[config.mk]
export PLATFORM = sky130hd
export DESIGN_NAME = pipe_ctrl_unit
export DESIGN_NICKNAME = d
export VERILOG_FILES = /design/src/rtl/ctrl_pkg.sv /design/src/rtl/ctrl_decode.sv /design/src/rtl/pipe_ctrl_unit.sv
export SDC_FILE = /design/constraint.sdc
export NUM_CORES = 1
export LEC_CHECK = 0
export BUFFER_PORTS_ARGS = -buffer_cell sky130_fd_sc_hd__buf_2
export CAP_MARGIN = 20
export CORE_MARGIN = 5
export CORE_UTILIZATION = 40
export DETAILED_ROUTE_END_ITERATION = 10
export PLACE_DENSITY = 0.77
export SYNTH_ARGS = -nofsm -noshare
export SYNTH_HDL_FRONTEND = slang
export SYNTH_SLANG_ARGS = --single-unit
[constraint.sdc]
create_clock -name clk -period 4.2 [get_ports clk]
set_clock_uncertainty 0.05 [all_clocks]
set_input_delay 0.84 -clock clk [delete_from_list [all_inputs] [get_ports clk]]
set_output_delay 0.84 -clock clk [all_outputs]
set_load 0.02 [all_outputs]
[src/rtl/ctrl_pkg.sv]
// Shared encodings for the pipelined MIPS main control: opcodes, ALUOp classes,
// packed control-bundle layout and the per-stage control subsets.
package ctrl_pkg;

  localparam logic [5:0] OP_RTYPE = 6'b000000;
  localparam logic [5:0] OP_ADDI  = 6'b001000;
  localparam logic [5:0] OP_ANDI  = 6'b001100;
  localparam logic [5:0] OP_BEQ   = 6'b000100;
  localparam logic [5:0] OP_BNE   = 6'b000101;
  localparam logic [5:0] OP_LW    = 6'b100011;
  localparam logic [5:0] OP_SW    = 6'b101011;
  localparam logic [5:0] OP_J     = 6'b000010;

  localparam logic [1:0] ALU_ADD   = 2'b00;
  localparam logic [1:0] ALU_SUB   = 2'b01;
  localparam logic [1:0] ALU_FUNCT = 2'b10;
  localparam logic [1:0] ALU_AND   = 2'b11;

  localparam int unsigned B_JUMP       = 0;
  localparam int unsigned B_BNE        = 1;
  localparam int unsigned B_BRANCH     = 2;
  localparam int unsigned B_MEM_TO_REG = 3;
  localparam int unsigned B_REG_WRITE  = 4;
  localparam int unsigned B_MEM_WRITE  = 5;
  localparam int unsigned B_MEM_READ   = 6;
  localparam int unsigned B_ALU_OP_LO  = 7;
  localparam int unsigned B_ALU_OP_HI  = 8;
  localparam int unsigned B_ALU_SRC    = 9;
  localparam int unsigned B_REG_DST    = 10;
  localparam int unsigned BUNDLE_W     = 11;

  typedef logic [BUNDLE_W-1:0] bundle_t;

  localparam bundle_t BUNDLE_NOP = '0;

  typedef struct packed {
    logic reg_write;
    logic mem_to_reg;
  } wb_ctrl_t;

  typedef struct packed {
    logic     mem_read;
    logic     mem_write;
    wb_ctrl_t wb;
  } mem_ctrl_t;

  typedef struct packed {
    logic       reg_dst;
    logic       alu_src;
    logic [1:0] alu_op;
    mem_ctrl_t  mem;
  } ex_ctrl_t;

  // Opcodes whose rt field is a source operand rather than a destination.
  function automatic logic rt_is_source(input logic [5:0] op);
    return (op == OP_RTYPE) || (op == OP_BEQ) || (op == OP_BNE) || (op == OP_SW);
  endfunction

endpackage

[src/rtl/ctrl_decode.sv]
// Purely combinational opcode-to-control-bundle decoder; unknown opcodes
// decode to the all-zero NOP bundle.
module ctrl_decode
  import ctrl_pkg::*;
(
  input  logic [5:0] opcode_i,
  output bundle_t    bundle_o
);

  always_comb begin
    bundle_o = BUNDLE_NOP;
    case (opcode_i)
      OP_RTYPE: begin
        bundle_o[B_REG_DST]                = 1'b1;
        bundle_o[B_ALU_OP_HI:B_ALU_OP_LO]  = ALU_FUNCT;
        bundle_o[B_REG_WRITE]              = 1'b1;
        bundle_o[B_MEM_TO_REG]             = 1'b1;
      end
      OP_ADDI: begin
        bundle_o[B_ALU_SRC]                = 1'b1;
        bundle_o[B_ALU_OP_HI:B_ALU_OP_LO]  = ALU_ADD;
        bundle_o[B_REG_WRITE]              = 1'b1;
        bundle_o[B_MEM_TO_REG]             = 1'b1;
      end
      OP_ANDI: begin
        bundle_o[B_ALU_SRC]                = 1'b1;
        bundle_o[B_ALU_OP_HI:B_ALU_OP_LO]  = ALU_AND;
        bundle_o[B_REG_WRITE]              = 1'b1;
        bundle_o[B_MEM_TO_REG]             = 1'b1;
      end
      OP_BEQ: begin
        bundle_o[B_ALU_OP_HI:B_ALU_OP_LO]  = ALU_SUB;
        bundle_o[B_BRANCH]                 = 1'b1;
      end
      OP_BNE: begin
        bundle_o[B_ALU_OP_HI:B_ALU_OP_LO]  = ALU_SUB;
        bundle_o[B_BNE]                    = 1'b1;
      end
      OP_LW: begin
        bundle_o[B_ALU_SRC]                = 1'b1;
        bundle_o[B_ALU_OP_HI:B_ALU_OP_LO]  = ALU_ADD;
        bundle_o[B_MEM_READ]               = 1'b1;
        bundle_o[B_REG_WRITE]              = 1'b1;
      end
      OP_SW: begin
        bundle_o[B_ALU_SRC]                = 1'b1;
        bundle_o[B_ALU_OP_HI:B_ALU_OP_LO]  = ALU_ADD;
        bundle_o[B_MEM_WRITE]              = 1'b1;
      end
      OP_J: begin
        bundle_o[B_JUMP]                   = 1'b1;
      end
      default: bundle_o = BUNDLE_NOP;
    endcase
  end

endmodule

[src/rtl/pipe_ctrl_unit.sv]
// Pipelined main control: decodes in ID, carries control and destination
// through ID/EX, EX/MEM, MEM/WB, and inserts load-use bubbles.
module pipe_ctrl_unit
  import ctrl_pkg::*;
#(
  parameter int unsigned REG_ADDR_W    = 5,
  parameter int unsigned ALUOP_W       = 2,
  parameter bit          HAZARD_DETECT = 1'b1
) (
  input  logic                  clk,
  input  logic                  reset,
  input  logic                  id_valid,
  input  logic [5:0]            opcode,
  input  logic [REG_ADDR_W-1:0] id_rs,
  input  logic [REG_ADDR_W-1:0] id_rt,
  input  logic [REG_ADDR_W-1:0] id_rd,
  input  logic                  id_flush,
  output logic                  stall,
  output logic                  id_branch,
  output logic                  id_bne,
  output logic                  id_jump,
  output logic                  ex_reg_dst,
  output logic                  ex_alu_src,
  output logic [ALUOP_W-1:0]    ex_alu_op,
  output logic                  mem_read,
  output logic                  mem_write,
  output logic                  wb_reg_write,
  output logic                  wb_mem_to_reg,
  output logic [REG_ADDR_W-1:0] ex_dst,
  output logic [REG_ADDR_W-1:0] mem_dst,
  output logic [REG_ADDR_W-1:0] wb_dst
);

  bundle_t                 id_bundle;
  logic [REG_ADDR_W-1:0]   id_dst;
  logic                    hazard;
  logic                    load_bubble;

  ex_ctrl_t                idex_d, idex_q;
  logic [REG_ADDR_W-1:0]   idex_dst_d, idex_dst_q;
  mem_ctrl_t               exmem_q;
  logic [REG_ADDR_W-1:0]   exmem_dst_q;
  wb_ctrl_t                memwb_q;
  logic [REG_ADDR_W-1:0]   memwb_dst_q;

  ctrl_decode u_decode (
    .opcode_i (opcode),
    .bundle_o (id_bundle)
  );

  always_comb begin
    id_dst = '0;
    if (id_bundle[B_REG_WRITE]) begin
      id_dst = id_bundle[B_REG_DST] ? id_rd : id_rt;
    end
  end

  assign hazard = id_valid && idex_q.mem.mem_read && (idex_dst_q != '0) &&
                  ((idex_dst_q == id_rs) || (rt_is_source(opcode) && (idex_dst_q == id_rt)));

  // A flush outranks the stall: the squashed instruction must not hold the front end.
  assign stall       = HAZARD_DETECT && hazard && !id_flush;
  assign load_bubble = !id_valid || id_flush || stall;

  assign id_branch = id_bundle[B_BRANCH] && !load_bubble;
  assign id_bne    = id_bundle[B_BNE]    && !load_bubble;
  assign id_jump   = id_bundle[B_JUMP]   && !load_bubble;

  always_comb begin
    idex_d     = '0;
    idex_dst_d = '0;
    if (!load_bubble) begin
      idex_d.reg_dst           = id_bundle[B_REG_DST];
      idex_d.alu_src           = id_bundle[B_ALU_SRC];
      idex_d.alu_op            = id_bundle[B_ALU_OP_HI:B_ALU_OP_LO];
      idex_d.mem.mem_read      = id_bundle[B_MEM_READ];
      idex_d.mem.mem_write     = id_bundle[B_MEM_WRITE];
      idex_d.mem.wb.reg_write  = id_bundle[B_REG_WRITE];
      idex_d.mem.wb.mem_to_reg = id_bundle[B_MEM_TO_REG];
      idex_dst_d               = id_dst;
    end
  end

  always_ff @(posedge clk or negedge reset) begin
    if (!reset) begin
      idex_q      <= '0;
      idex_dst_q  <= '0;
      exmem_q     <= '0;
      exmem_dst_q <= '0;
      memwb_q     <= '0;
      memwb_dst_q <= '0;
    end else begin
      idex_q      <= idex_d;
      idex_dst_q  <= idex_dst_d;
      exmem_q     <= idex_q.mem;
      exmem_dst_q <= idex_dst_q;
      memwb_q     <= exmem_q.wb;
      memwb_dst_q <= exmem_dst_q;
    end
  end

  assign ex_reg_dst    = idex_q.reg_dst;
  assign ex_alu_src    = idex_q.alu_src;
  assign ex_alu_op     = ALUOP_W'(idex_q.alu_op);
  assign ex_dst        = idex_dst_q;
  assign mem_read      = exmem_q.mem_read;
  assign mem_write     = exmem_q.mem_write;
  assign mem_dst       = exmem_dst_q;
  assign wb_reg_write  = memwb_q.reg_write;
  assign wb_mem_to_reg = memwb_q.mem_to_reg;
  assign wb_dst        = memwb_dst_q;

endmodule

==> results.toml, run 1 <==
[status]
status = "finished, final reports clean"

[power]
ir_drop_mv = 0.1214
leakage_nw = 0.8895
powerDensity_mw_per_mm2 = 320.0

[worst_setup_path]
worstPathMaxFanout = 16
timing.rr.end = "idex_q[2]$_DFF_PN0_"
critPathArrivalTime_ns = 2.47
rr_startpoint = "ex_dst[0]$_DFF_PN0_"
r2r_setup_slack_ns = 2.18
ff2ff_path_depth = 5
crit_path_start = "opcode[0]"
critical_path_class = "in -> out"
crit_path_end_kind = "primary output"
startpoint_type = "input pin"
crit_required_ns = 3.31
crit_end = "id_jump"

[clocking]
cts_buffer_depth = 2
cts_setup_buffers = 0
cts_tree = "built"
cts_made_buffers = 5
post_cts_resize_count = 0
cts_htree_levels = 2
cts_hold_buf = 0
cts.sinks = 29
clkTransAtPathRegs_ns = 0.07
clock_latency_ns = 0.32
cts-root-buf = "clkbuf_4"

[drt]
drc_errors = 0
routedWlPerCell_um = 14.74
vias_per_cell = 5.333
vias = 976
dr.pass1.iters = 4
ant_nets = 0
drt_iter0_drc = 35
drt-total-wl_um = 2698

[synth]
synth_area_leaders = "dfrtp_1 (61%), xor2_1 (5.9%), mux2i_1 (4.2%), nor2_1 (3.5%), nor3_1 (2.9%)"
synthesis.nets = 123
synthTopCellsByCount = "dfrtp_1 (29), nor2_1 (11), xor2_1 (8)"
seq_area_frac_synth_pct = 60.99
async_flop_share_pct = 100.0
syn-instance-count = 98
synth_top_area_share_pct = 60.99
ys_ff_latch = 29
yosysMostFrequentCell = "dfrtp_1"
syn_area_mm2 = 0.001190
synth_area_leader_cell = "dfrtp_1"
ys_warn_count = 0
yosys_most_used_dff = "dfrtp_1"
synth_edf_count = 0
syn_avg_cell_area_um2 = 12.14
yosys.cell_types.count = 28

[timing]
worst_pin_slew_ns = 0.7435
min_period_over_period_pct = 80.07
maxSlewHeadroom_pct = 49.98
finalMaxSlewViolations = 0
fin_crit_ns = 3.363
final-hold-violation-count = 0
fmax_mhz = 297.3
rsz0062_at_grt = "no"
finalSetupViolCount = 0
whs_ns = 0.3049
finalSetupTns_ns = 0

[global_route]
grt-ovfl-total = 0
antenna_found_initial = 0
grt_use_total_pct = 14.14
grt_max_degree = 30
grt_pass1_wl_um = 4471
grt_pass1_vias = 947

[floorplan]
die_h_um = 64.54
core_area_mm2 = 0.002805
initial_core_util_pct = 42.42
row_count = 19
die-area_mm2 = 0.004165
io_pins = 52
die_w_um = 64.54

[cells_and_area]
insertedDiodeCount = 0
nNetsFinal = 176
fillers = 273
area_growth_pct = 25.03
drive_above_1_share_pct = 39.47
final_cells = 183

[placement]
globalplace.congestion = 0.8120
port_buffers = 51
place_hpwl_um = 2037
numPlacedInstances = 175

[worst_hold_path]
min_path_cells = 0
holdCritPathClass = "reg -> reg"

[run]
drv_cap = 0
## layout by cell type (no fill, tap or decap), types with 3 or more instances in the layout
cell      netlist  routed
clkbuf_1        0       3
nor4_1          3       3
dfrtp_1        29      29
nor3_1          7       7
buf_2           0      51
xor2_1          8       8
mux2i_1         5       5
clkbuf_4        0       5
nor2_1         11      11
nand3_1         3       3
nand2_1         3       3
## layout make-up
type / count / area (µm²) / area share, %
sequential: 29 / 725.7 / 48.78
multi-input combinational: 62 / 411.6 / 27.67
timing repair buffer: 51 / 255.2 / 17.16
clock buffer: 8 / 48.80 / 3.280
tap: 31 / 38.79 / 2.607
inverter: 2 / 7.507 / 0.5046
## routing by layer
layer  up-vias  global-route usage [%]  wire length [µm]
li1        451                       -                 -
met1       469                   17.63              1102
met4         0                   7.652                61
met3         9                   4.491               227
met2        47                   21.91              1307
met5         -                       0                 0
## how the worst min path moves through the flow
stage,to,slack (ns),start
3_3_place_gp,wb_reg_write$_DFF_PN0_,0.28,exmem_q[1]$_DFF_PN0_
2_1_floorplan,exmem_q[0]$_DFF_PN0_,0.28,idex_q[0]$_DFF_PN0_
5_1_grt,wb_mem_to_reg$_DFF_PN0_,0.32,exmem_q[0]$_DFF_PN0_
4_1_cts,wb_mem_to_reg$_DFF_PN0_,0.31,exmem_q[0]$_DFF_PN0_
6_report,wb_mem_to_reg$_DFF_PN0_,0.30,exmem_q[0]$_DFF_PN0_
3_5_place_dp,mem_write$_DFF_PN0_,0.29,idex_q[2]$_DFF_PN0_
## logic make-up after synthesis
kind of cell	after synthesis	share of synthesized area, %
buffers and inverters	7	4.416
DFF	29	60.99
xor gates and xnor gates	10	7.361
AOI/OAI and AO/OA	6	4.206
muxes	5	4.206
and+or+nand+nor	41	18.82
## stage by stage
step                util [%]  setup slack [ns]  instance area, µm²  power [mW]
global route           53.03            0.7190                1488      0.5022
global placement       51.29             1.018                1439      0.3250
detailed placement     51.29            0.9194                1439      0.3272
CTS                    53.03            0.8925                1488      0.4810
floorplan                  -             1.400                1190      0.3036
finish                 53.03            0.8369                1488      0.4760
## power by group
part	switching [mW]	internal, mW
clock	0.0880	0.0666
sequential	0.000958	0.281
combinational	0.0241	0.0156
## critical path, cell delays in order
cell	delay (ns)
buf_2	0.13
a2111oi_0	0.68
o2111ai_1	0.23
nand2_2	0.32
nor2_1	0.09
buf_2	0.17
Note: power is estimated with default switching activity, not from simulation.
==> run 2, diff against run 1 <==
--- a/config.mk
+++ b/config.mk
@@ -10,7 +10,7 @@
 export CORE_MARGIN = 5
 export CORE_UTILIZATION = 40
 export DETAILED_ROUTE_END_ITERATION = 10
-export PLACE_DENSITY = 0.77
+export PLACE_DENSITY = 0.8
 export SYNTH_ARGS = -nofsm -noshare
 export SYNTH_HDL_FRONTEND = slang
 export SYNTH_SLANG_ARGS = --single-unit
==> constraint.sdc (replaced) <==
create_clock -name clk -period 2.9 [get_ports clk]
set_clock_uncertainty 0.05 [all_clocks]
set_input_delay 0.58 -clock clk [delete_from_list [all_inputs] [get_ports clk]]
set_output_delay 0.58 -clock clk [all_outputs]
set_load 0.02 [all_outputs]
==> run 2 against run 1 <==
Clock power grew 52%. Sequential cell count unchanged. Combinational power is 43% higher. Critical path type is now reg -> out.
==> results.toml, run 2 (synthesis gave the netlist of run 1 again) <==
[clocking]
clock_latency_ns = 0.33
cts_htree_levels = 2
cts_buffer_depth = 2
cts_tree = "built"
cts.sinks = 29
cts-root-buf = "clkbuf_4"
clkTransAtPathRegs_ns = 0.10
post_cts_resize_count = 0
cts_made_buffers = 5

[worst_setup_path]
crit_required_ns = 2.27
critPathArrivalTime_ns = 2.13
rr_startpoint = "ex_dst[0]$_DFF_PN0_"
critical-path-max-stage-delay_ns = 0.45
worstPathMaxFanout = 5
startpoint_type = "flip-flop"
crit_path_start = "ex_dst[0]$_DFF_PN0_"
critPathBufInv = 1
critical_path_class = "reg -> out"
cpMaxStageDelayCell = "dfrtp_1"
path_delay_family = "simple AND/OR/NAND/NOR gates"
crit_path_end_kind = "primary output"
path_cells = "or3_1, o311a_1, o2111ai_1, nand2_2, nor2_1, buf_2"

[timing]
final-hold-violation-count = 0
rsz0062_at_grt = "no"
maxSlewHeadroom_pct = 51.87
finalSetupViolCount = 0
fin_crit_ns = 2.762
finalMaxSlewViolations = 0
min_period_over_period_pct = 95.23
finalSetupTns_ns = 0
worst_pin_slew_ns = 0.7153
fmax_mhz = 362.1

[cells_and_area]
final_common_cell = "buf_2"
drive_above_1_share_pct = 42.31
nNetsFinal = 180
insertedDiodeCount = 0
utilization_pct = 54.19
fillers = 267
final_cells = 187
area_growth_pct = 27.76
layout_common_cells = "buf_2 (51), dfrtp_1 (29), nor2_1 (11)"

[global_route]
grt_max_degree = 30
grt_pass1_wl_um = 4402
grt_pass1_vias = 996
antenna_found_initial = 0
grt_use_total_pct = 14.03
grt-ovfl-total = 0

[floorplan]
die_h_um = 64.54
die_w_um = 64.54
initial_core_util_pct = 42.42
die-area_mm2 = 0.004165
row_count = 19
io_pins = 52
core_area_mm2 = 0.002805

[status]
status = "finished, final reports clean"

[worst_hold_path]
holdCritPathClass = "in -> async"

[drt]
drc_errors = 0
vias_per_cell = 5.214
ant_nets = 0
drt_iter0_drc = 38
vias = 975
drt-total-wl_um = 2666
dr.pass1.iters = 4
routedWlPerCell_um = 14.26

[placement]
globalplace.congestion = 0.8378
numPlacedInstances = 176
place_hpwl_um = 1961
port_buffers = 51

[run]
drv_cap = 0

[power]
powerDensity_mw_per_mm2 = 460.2
leakage_nw = 0.9182
ir_drop_mv = 0.1676
power.total_mw = 0.6996
==> run 2: final cells by class <==
| class | count | area, µm² | share of cell area (%) |
|---|---|---|---|
| well taps | 31 | 38.79 | 2.551 |
| repair buffers | 54 | 277.8 | 18.27 |
| multi-input cells | 63 | 415.4 | 27.33 |
| clock buffers | 5 | 37.54 | 2.469 |
| clock inverters | 3 | 17.52 | 1.152 |
| inverters | 2 | 7.507 | 0.4938 |
| flip-flops and latches | 29 | 725.7 | 47.74 |
==> run 2: worst paths after layout <==
| path | slack [ns] | depth (start not counted) | to |
|---|---|---|---|
| setup / recovery | 0.14 | 6 | id_bne |
| hold / removal | 0.19 | 1 | mem_dst[4]$_DFF_PN0_ |
| setup reg to reg | 0.81 | 6 | ex_alu_op[1]$_DFF_PN0_ |
| hold reg to reg | 0.30 | 0 | wb_mem_to_reg$_DFF_PN0_ |
| max in group asynchronous | 2.20 | 1 | wb_mem_to_reg$_DFF_PN0_ |
| min in group clk | 0.30 | 0 | wb_mem_to_reg$_DFF_PN0_ |
==> run 2: worst register-to-register path, stage by stage, from the launching register on <==
cell and delay, ns:
dfrtp_1 0.45, or3_1 0.41, o311a_1 0.34, o2111ai_1 0.15, nand2_2 0.16, buf_4 0.20
and4b_1 0.26
==> run 2: metrics by stage <==
| step | area (µm²) | hold slack (ns) | setup slack [ns] |
|---|---|---|---|
| after floorplan | 1190 | 0.2344 | 0.4064 |
| after global placement | 1446 | 0.2822 | 0.3248 |
| after detailed placement | 1446 | 0.2855 | 0.2822 |
| after CTS | 1501 | 0.2030 | 0.09550 |
| after global routing | 1520 | 0.2490 | 0.008834 |
| final | 1520 | 0.1926 | 0.1382 |
==> run 2: where the power goes <==
group	internal, mW	switching, mW
sequential	0.407	0.00141
clock	0.0911	0.143
combinational	0.0226	0.0343
total	0.520	0.179
==> run 2: metal layers <==
metal  part of all wire [%]  GRT usage (%)  vias up
met3                    7.2          4.318        8
met5                      0              0        -
met2                     51          23.07       46
li1                       -              -      458
met1                     39          15.75      463
met4                    3.0          9.235        0
==> run 2: repair_timing <==
| action | 4_1_cts | 5_1_grt |
|---|---|---|
| buffers inserted | 0 | 2 |
| hold buffers | 0 | 0 |
| setup endpoints to repair | 0 | 2 |
==> run 3, diff against run 2 <==
==> constraint.sdc (replaced) <==
create_clock -name clk -period 2.9 [get_ports clk]
set_clock_uncertainty 0.05 [all_clocks]
set_input_delay 0.145 -clock clk [delete_from_list [all_inputs] [get_ports clk]]
set_output_delay 0.145 -clock clk [all_outputs]
set_load 0.02 [all_outputs]
==> run 3 against run 2 <==
Non-clock buffer count is 2 lower. Wire length fell by 0.41%. Fmax is 16% higher. Sequential power barely moved.
==> results.toml, run 3 (synthesis gave the netlist of run 1 again) <==
[timing]
finalSetupViolCount = 0
rsz0062_at_grt = "no"
fin_crit_ns = 2.381
final-hold-violation-count = 0
finalMaxSlewViolations = 0
whs_ns = 0.02596
maxSlewHeadroom_pct = 56.65
fmax_mhz = 420.0
setup_ws_ns = 0.5190
worst_pin_slew_ns = 0.6443
finalSetupTns_ns = 0
min_period_over_period_pct = 82.10

[cells_and_area]
utilization_pct = 53.61
insertedDiodeCount = 0
fillers = 253
nNetsFinal = 177
layout_common_cells = "buf_2 (51), dfrtp_1 (29), nor2_1 (11)"
final_common_cell = "buf_2"
area_growth_pct = 26.39
drive_above_1_share_pct = 40.13

[power]
leakage_nw = 0.8985
power.total_mw = 0.7045
ir_drop_mv = 0.1666
powerDensity_mw_per_mm2 = 468.4

[worst_setup_path]
r2r_setup_slack_ns = 0.90
critPathArrivalTime_ns = 2.19
startpoint_type = "flip-flop"
crit_path_end_kind = "primary output"
timing.rr.end = "idex_q[2]$_DFF_PN0_"
crit_path_start = "ex_dst[0]$_DFF_PN0_"
rr_startpoint = "ex_dst[0]$_DFF_PN0_"
worstPathMaxFanout = 16
crit_required_ns = 2.71
ff2ff_path_depth = 5
critical_path_class = "reg -> out"

[drt]
drc_errors = 0
dr.pass1.iters = 4
drt_iter0_drc = 26
vias = 915
routedWlPerCell_um = 14.51
ant_nets = 0
drt-total-wl_um = 2655
vias_per_cell = 5.000

[clocking]
cts_tree = "built"
cts_made_buffers = 5
cts_buffer_depth = 2
clkTransAtPathRegs_ns = 0.09
clock_latency_ns = 0.31
cts-root-buf = "clkbuf_4"
cts.sinks = 29
cts_setup_buffers = 0
cts_hold_buf = 1
cts_htree_levels = 2
post_cts_resize_count = 0

[global_route]
grt_pass1_vias = 996
antenna_found_initial = 0
grt-ovfl-total = 0
grt_pass1_wl_um = 4464
grt_use_total_pct = 13.89
grt_max_degree = 30

[floorplan]
initial_core_util_pct = 42.42
core_area_mm2 = 0.002805
die_w_um = 64.54
io_pins = 52
row_count = 19
die_h_um = 64.54
die-area_mm2 = 0.004165

[placement]
port_buffers = 51
place_hpwl_um = 2006
globalplace.congestion = 0.8632
pre_cts_ws_ns = 0.8739

[worst_hold_path]
holdPathEnd = "ex_alu_op[0]$_DFF_PN0_"
hp-start = "opcode[2]"
holdCritPathClass = "in -> reg"
min_path_cells = 3

[status]
status = "finished, final reports clean"

[run]
drv_cap = 0
[run 3: worst max-delay path, stage by stage (launching register included)]
cell and delay, ns:
dfrtp_1 0.44, or3_1 0.39, o311a_1 0.32, o2111ai_1 0.12, nand2_2 0.26, nor2_1 0.17, buf_2 0.17
[run 3: layer usage]
metal | wire length [µm] | up-vias | GRT usage [%]
met3 | 188 | 5 | 3.454
met1 | 1124 | 429 | 16.78
met4 | 55 | 0 | 8.971
li1 | - | 444 | -
met2 | 1287 | 37 | 22.16
met5 | 0 | - | 0
[run 3: layout make-up]
type | count | area [µm²] | share of cell area, %
Clock buffer | 7 | 55.05 | 3.661
Inverter | 2 | 7.507 | 0.4992
Multi-Input combinational cell | 62 | 411.6 | 27.37
Sequential cell | 29 | 725.7 | 48.25
Tap cell | 31 | 38.79 | 2.579
Timing Repair Buffer | 52 | 265.3 | 17.64
[run 3: how the worst max path moves through the flow]
stage,slack (ns),depth (start not counted),end
final,0.52,6,id_jump
after global placement,0.94,6,id_branch
after detailed placement,0.87,6,id_jump
after CTS,0.51,6,id_jump
after global routing,0.37,6,id_bne
after floorplan,0.84,6,id_bne
[run 3: metrics by stage]
step	std cells	area [µm²]
detailed placement	175	1439
CTS	183	1504
global route	183	1504
global placement	175	1439
floorplan	98	1190
finish	183	1504
[run 3: power by group]
part,switching [mW],internal (mW)
sequential,0.00133,0.407
clock,0.124,0.114
combinational,0.0350,0.0235
